## config.mk

```make
export PLATFORM = sky130hd
export DESIGN_NAME = bouncing_sprites
export DESIGN_NICKNAME = d
export VERILOG_FILES = /design/src/rtl/bouncing_sprites.sv
export SDC_FILE = /design/constraint.sdc
export NUM_CORES = 1
export LEC_CHECK = 0
export BUFFER_PORTS_ARGS = -buffer_cell sky130_fd_sc_hd__buf_2
export CELL_PAD_IN_SITES_DETAIL_PLACEMENT = 0
export CELL_PAD_IN_SITES_GLOBAL_PLACEMENT = 2
export CORE_ASPECT_RATIO = 1.4
export CORE_MARGIN = 2
export CORE_UTILIZATION = 42
export CTS_CLUSTER_DIAMETER = 120
export DETAILED_ROUTE_END_ITERATION = 16
export GPL_ROUTABILITY_DRIVEN = 0
export PLACE_DENSITY = 0.87
export SETUP_SLACK_MARGIN = 0.05
export SYNTH_ARGS = -nofsm -noshare
export SYNTH_HDL_FRONTEND = slang
export SYNTH_SLANG_ARGS = --single-unit
```

## constraint.sdc

```tcl
create_clock -name clock25MHz -period 5.31 [get_ports clock25MHz]
set_input_delay 1.593 -clock clock25MHz [delete_from_list [all_inputs] [get_ports clock25MHz]]
set_output_delay 1.593 -clock clock25MHz [all_outputs]
set_load 0.02 [all_outputs]
```

## src/rtl/bouncing_sprites.sv

```systemverilog
// bouncing_sprites: N_OBJ filled squares that bounce off the screen edges, moved once
// per enabled frame tick and drawn with lowest-index priority onto registered RGB.
module bouncing_sprites #(
   parameter int          H_RES     = 640,
   parameter int          V_RES     = 480,
   parameter int          HALF      = 20,
   parameter int          N_OBJ     = 4,
   parameter int          X_SPACING = 97,
   parameter int          Y_SPACING = 61,
   parameter logic [95:0] COLORS    = 96'h000_000_000_000_F00_0F0_00F_FFF
) (
   input  logic       clock25MHz,
   input  logic       reset,
   input  logic [9:0] x,
   input  logic [9:0] y,
   input  logic       frameTick,
   input  logic       enable,
   input  logic [1:0] speedSel,
   output logic [3:0] red,
   output logic [3:0] green,
   output logic [3:0] blue,
   output logic       hit
);

   localparam logic [10:0] HALF_L  = 11'(HALF);
   localparam logic [10:0] MAX_X   = 11'(H_RES - 1 - HALF);
   localparam logic [10:0] MAX_Y   = 11'(V_RES - 1 - HALF);
   localparam logic [10:0] H_RES_L = 11'(H_RES);
   localparam logic [10:0] V_RES_L = 11'(V_RES);

   generate
      if (N_OBJ < 1 || N_OBJ > 8) begin : g_badCount
         $error("bouncing_sprites: N_OBJ must be within 1..8");
      end
      for (genvar g = 0; g < N_OBJ; g++) begin : g_initCheck
         if ((HALF + 1 + g * X_SPACING) > (H_RES - 1 - HALF) ||
             (HALF + 1 + g * Y_SPACING) > (V_RES - 1 - HALF)) begin : g_badPos
            $error("bouncing_sprites: initial object position outside the screen");
         end
      end
   endgenerate

   // One axis step: returns {flipped, newDir, newPos}; reaching a wall exactly is a bounce.
   function automatic logic [11:0] stepAxis(input logic [9:0] pos, input logic dir,
                                            input logic [10:0] step, input logic [10:0] maxPos);
      logic [10:0] wide;
      logic [10:0] fwd;
      logic [10:0] back;
      logic [11:0] result;
      wide = {1'b0, pos};
      fwd  = wide + step;
      back = wide - step;
      if (dir) begin
         if (fwd >= maxPos) result = {1'b1, 1'b0, maxPos[9:0]};
         else               result = {1'b0, 1'b1, fwd[9:0]};
      end else begin
         if (wide <= HALF_L + step) result = {1'b1, 1'b1, HALF_L[9:0]};
         else                       result = {1'b0, 1'b0, back[9:0]};
      end
      return result;
   endfunction

   logic [9:0]       posX_r [N_OBJ];
   logic [9:0]       posY_r [N_OBJ];
   logic [N_OBJ-1:0] hDir_r;
   logic [N_OBJ-1:0] vDir_r;
   logic [11:0]      nextX_s [N_OBJ];
   logic [11:0]      nextY_s [N_OBJ];
   logic [10:0]      step_s;
   logic             anyFlip_s;
   logic             cover_s;
   logic [11:0]      pixel_s;

   assign step_s = {9'd0, speedSel} + 11'd1;

   // Candidate next positions/directions for every object and the combined bounce flag.
   always_comb begin
      anyFlip_s = 1'b0;
      for (int i = 0; i < N_OBJ; i++) begin
         nextX_s[i] = stepAxis(posX_r[i], hDir_r[i], step_s, MAX_X);
         nextY_s[i] = stepAxis(posY_r[i], vDir_r[i], step_s, MAX_Y);
         anyFlip_s  = anyFlip_s | nextX_s[i][11] | nextY_s[i][11];
      end
   end

   // Object state: staggered start positions, committed only on an enabled frame tick.
   always_ff @(posedge clock25MHz or posedge reset) begin
      if (reset) begin
         for (int i = 0; i < N_OBJ; i++) begin
            posX_r[i] <= 10'(HALF + 1 + i * X_SPACING);
            posY_r[i] <= 10'(HALF + 1 + i * Y_SPACING);
            hDir_r[i] <= 1'b1;
            vDir_r[i] <= ((i % 2) == 0) ? 1'b1 : 1'b0;
         end
      end else if (frameTick && enable) begin
         for (int i = 0; i < N_OBJ; i++) begin
            posX_r[i] <= nextX_s[i][9:0];
            hDir_r[i] <= nextX_s[i][10];
            posY_r[i] <= nextY_s[i][9:0];
            vDir_r[i] <= nextY_s[i][10];
         end
      end
   end

   // Pixel colour: walk from the highest index down so the lowest covering object wins.
   always_comb begin
      pixel_s = 12'h000;
      cover_s = 1'b0;
      for (int i = N_OBJ - 1; i >= 0; i--) begin
         cover_s = ({1'b0, posX_r[i]} <= {1'b0, x} + HALF_L) &&
                   ({1'b0, x} <= {1'b0, posX_r[i]} + HALF_L) &&
                   ({1'b0, posY_r[i]} <= {1'b0, y} + HALF_L) &&
                   ({1'b0, y} <= {1'b0, posY_r[i]} + HALF_L);
         pixel_s = cover_s ? COLORS[12*i +: 12] : pixel_s;
      end
      pixel_s = (({1'b0, x} < H_RES_L) && ({1'b0, y} < V_RES_L)) ? pixel_s : 12'h000;
   end

   // Registered RGB and the one-cycle bounce pulse.
   always_ff @(posedge clock25MHz or posedge reset) begin
      if (reset) begin
         red   <= 4'd0;
         green <= 4'd0;
         blue  <= 4'd0;
         hit   <= 1'b0;
      end else begin
         {red, green, blue} <= pixel_s;
         hit                <= frameTick & enable & anyFlip_s;
      end
   end

endmodule

```

# After elaboration in Yosys (flattened, before gate mapping)
# Index checks and enable logic that the tools add are counted.
# totals
wordCells	128
regBits	101
ramBits	0
input_bits	26
mem_bits_ro	0
memories	0
latch_bits	0
# classes
n_bitwise	9
div	0
n_reduce_logical	14
n_addsub	28
n_mux	29
n_shift	0
order_cmp	34
n_mul	0
n_eq_ne	0
# op_table
op	count
$mux W12	29
$le A10 B11 Y1	23
$add A10 B5 Y11 const B	10
$add A10 B3 Y11	8
$sub A10 B3 Y10	8
$ge A11 B10 Y1 const B	4
$ge A11 B9 Y1 const B	4
$logic_and A1 B1 Y1	14
$le A10 B6 Y1	1
$lt A10 B10 Y1 const B	1
$lt A10 B9 Y1 const B	1
$or A1 B1 Y1	7
$add A5 B3 Y6 const A	1
$add A2 B1 Y3 const B	1
$and A1 B1 Y1	2

# Longest topological paths before layout
# depth
ltp_word	13
depth_mapped	14

# Least setup slack after synthesis
# OpenSTA, ideal clock, no wires.
# synth_timing
path_type	input port to flip-flop
start	input speedSel[0]
end	register posX_r[6] in the netlist's numbering
cell_stages	13
setup_time_ns	0.121
path_slack_ns	0.262
t_arrival_ns	4.926
path_buffers	1
cell_sequence	ha_1 > inv_1 > ha_1 > nor2b_1 > o21bai_1 > a21boi_1 > o211a_1 > or4_1 > clkbuf_1 > and2_0 > o311ai_1 > o21ai_0 > o22a_1
# synth_via
elab_chain_len	5
# synth_lines
item	line_no	text
start, declared	18	input logic [1:0] speedSel,
$add A2 B1 Y3 (*)	74	assign step_s = {9'd0, speedSel} + 11'd1;
$add A10 B3 Y11 / $add A5 B3 Y6 (equally long branches)	51, 57	
$ge A11 B10 Y1 / $le A10 B11 Y1 (equally long branches)	54, 57	
$mux W12 (on tied branches)	54, 57	
$mux W12 (*)	53	if (dir) begin
end signal, assigned by index	90	posX_r[i] <= 10'(HALF + 1 + i * X_SPACING);
end signal, assigned by index	97	posX_r[i] <= nextX_s[i][9:0];
end, declared	63	logic [9:0] posX_r [N_OBJ];
# Every way passes the cells marked *; elsewhere a longest branch is shown, timed or not.
# A chain may end at the register's enable or synchronous reset.

# Final worst setup path
# layout_timing
start	input speedSel[0]
end	register posY_r[22] in the netlist's numbering
# layout_via
elab_chain_len	5
# layout_lines
item	line_no	text
$add A2 B1 Y3 (*)	74	
$add A10 B3 Y11 / $add A5 B3 Y6 (equally long branches)	51, 57	
$ge A11 B9 Y1 / $le A10 B11 Y1 (equally long branches)	54, 57	
$mux W12 (on tied branches)	54, 57	
$mux W12 (*)	53	
end signal, assigned by index	91	posY_r[i] <= 10'(HALF + 1 + i * Y_SPACING);
end signal, assigned by index	99	posY_r[i] <= nextY_s[i][9:0];
end, declared	64	logic [9:0] posY_r [N_OBJ];
# Marked as above.

==> results_dict.tcl <==
set metrics [dict create \
    dp_hpwl_um 33400 \
    finalClockSkew_ps 10.5 \
    numPortBuffers 38 \
    num_antenna_cells 0 \
    drc 0 \
    worst-setup-path-type "primary input to register" \
    layout_commonest_cell "ha_1" \
    tightest_slew_ps 846 \
    worstPathCellList "buf_2, ha_1, inv_1, buf_4, ha_1, nand3b_1, a31oi_1, xnor2_1, a31oi_1, a211o_1, nor2b_1, a2111oi_0, nor2_1" \
    cts.sinks 92 \
    r2r_cells 12 \
    cts_buffers 9 \
    hold_depth 2 \
    postCtsSetupBuffers 0 \
    nets 2013 \
    post-route-util_pct 45.1 \
    drive_gt1_share_pct 8.45 \
    placeableCoreArea_um2 32300 \
    hp-start "posY_r[2]$_DFFE_PP1P_" \
    antenna_found_initial 0 \
    grt_pass1_vias 13414 \
    wl_um 43600 \
    whs_endpoint "posY_r[2]$_DFFE_PP1P_" \
    ys_ff_latch 92 \
    cts-resized-gates 0 \
    die_area_um2 34200 \
    cp-start-kind "primary input" \
    firstDrtPassIters 5 \
    worstPathArrival_ps 4920 \
    layout_min_cycle_time_ps 4680 \
    max_freq_mhz 213 \
    fin_tns_setup_ps 0 \
    p_per_area_nw_per_um2 511 \
    synth_top_flop_cell "dfrtp_1" \
    slew_viol_final 0 \
    rsz0062_at_grt "false" \
    die_x_um 157 \
    ys_warn_count 0 \
    start_util_pct 42.6 \
    path_max_fanout 9 \
    slew_headroom_pct 43.6 \
    final_cell_mix "ha_1, o21ai_0, nand2_1, a21oi_1, nor2_1" \
    grt_pass1_wl_um 70900 \
    ctsHoldBuffers 0 \
    synth_edf_count 0 \
    vias_per_cell 6.08 \
    p_leak_nw 6.30 \
    syn_area_um2 13800 \
    synth_area_per_cell_um2 7.71 \
    ys_types 83 \
    hold_viol 0 \
    vias 13398 \
    synth_nets 2039 \
    setup_viol 0 \
    overflow 0 \
    track_usage_pct 25.9 \
    synthArstFlopShare_pct 100 \
    min_path_type "register to register" \
    max_stage_delay_ps 580 \
    ys_seq_area_share_pct 17.1 \
    root_buffer "clkbuf_16" \
    clk_pin_slew_ps 80 \
    cp_slowest_cell "a2111oi_0" \
    p_total_mw 7.44 \
    rows 78 \
    ir_worst_vdd_v 0.000170 \
    drv_cap 0 \
    synthCells 1785 \
    area_delta_synth_final_pct 5.98 \
    outcome "finished, final reports clean" \
    reg2reg_slack_ps 1770 \
    die_y_um 218 \
    io_pins 39 \
    wl_per_cell_um 19.8 \
    post-route-period-util_pct 88.2 \
    reg2reg_from "posY_r[23]$_DFFE_PP0P_" \
    cts_max_path_buffers 2 \
    h-tree-depth 3 \
    required_ps 5550 \
    grt_max_degree 60 \
    endpoint_kind "register" \
    first_iter_violations 800 \
    r2r-end "green[2]$_DFF_PP0_" \
    ant_nets 0 \
    tritoncts "built" \
    insertion_delay_ps 380 \
]
state kept, by name, indices dropped and copies added, names as in the netlist:
name and cells:
posX_r 40, posY_r 40, hDir_r 4, vDir_r 4
blue 1, green 1, hit 1, red 1
where the power goes:
| part | total [mW] | switching [mW] | internal, mW |
|---|---|---|---|
| registers | 1.97 | 0.904 | 1.06 |
| logic | 4.82 | 2.70 | 2.12 |
| clock network | 0.657 | 0.338 | 0.320 |
synth_stat cells (all sizes together) (21+ instances only):
cell,instances,share of area [%]
ha,212,19
o21ai,166,6.0
nand2,138,3.8
a21oi,133,4.9
nor2,120,3.3
inv,95,2.6
clkbuf,79,2.2
nand3,55,2.0
dfrtp,53,9.6
xnor2,53,3.4
xor2,52,3.3
a21o,41,2.2
nor3,40,1.5
dfstp,39,7.4
nand2b,38,1.7
a31oi,35,1.6
nor2b,33,1.5
nand4,29,1.3
buf,26,1.1
or3,21,0.95
worst max path at each step:
stage / startpoint / to / cells after the start / slack (ps)
after CTS: speedSel[0] / hit$_DFF_PP0_ / 14 / 570
after floorplan: speedSel[0] / posX_r[6]$_DFFE_PP0P_ / 13 / 260
after detailed placement: speedSel[0] / hit$_DFF_PP0_ / 14 / 160
after global placement: speedSel[0] / hit$_DFF_PP0_ / 13 / 180
final: speedSel[0] / posY_r[22]$_DFFE_PP0P_ / 13 / 630
after global routing: speedSel[0] / posX_r[37]$_DFFE_PP0P_ / 13 / 330
worst max-delay path, delay by kind of cell:
kind                       cells  cell delay (ps)
AOI/OAI and AO/OA              4             1330
adders and majority gates      2              520
buffers and inverters          3              790
and+or+nand+nor                3              530
xor gates and xnor gates       1              170
area by class of cell:
type	instances	area, um^2
flip-flops and latches	92	2350
well taps	440	551
fillers	3322	17700
multi-input cells	1492	10600
inverters	96	363
repair buffers	68	428
clock inverters	7	53.8
clock buffers	9	225
logic make-up (layout without fill, tap and decap cells):
kind of cell | Yosys count | count (layout) | synth area share, %
simple gates | 558 | 558 | 20.4
fa+ha+maj | 228 | 228 | 21.6
mux | 4 | 4 | 0.291
buf+inv | 201 | 180 | 5.83
xor+xnor | 105 | 105 | 6.68
flops | 92 | 92 | 17.1
compound gates | 597 | 597 | 28.1
per-layer routing:
layer,GRT usage (%),part of all wire (%),vias to the layer above
li1,-,-,6567
met1,31.2,43,6510
met2,48.3,52,257
met3,2.00,2.5,64
met4,8.35,2.2,0
met5,0,0,-
metrics by stage:
stage	std cells	hold WS, ps	setup slack (ps)	cell area, um^2
floorplan	1785	498	262	13800
global placement	2188	529	179	14300
detailed placement	2188	547	157	14300
CTS	2204	555	567	14600
global route	2204	589	331	14600
finish	2204	556	626	14600
(Power assumes the default switching activity.)
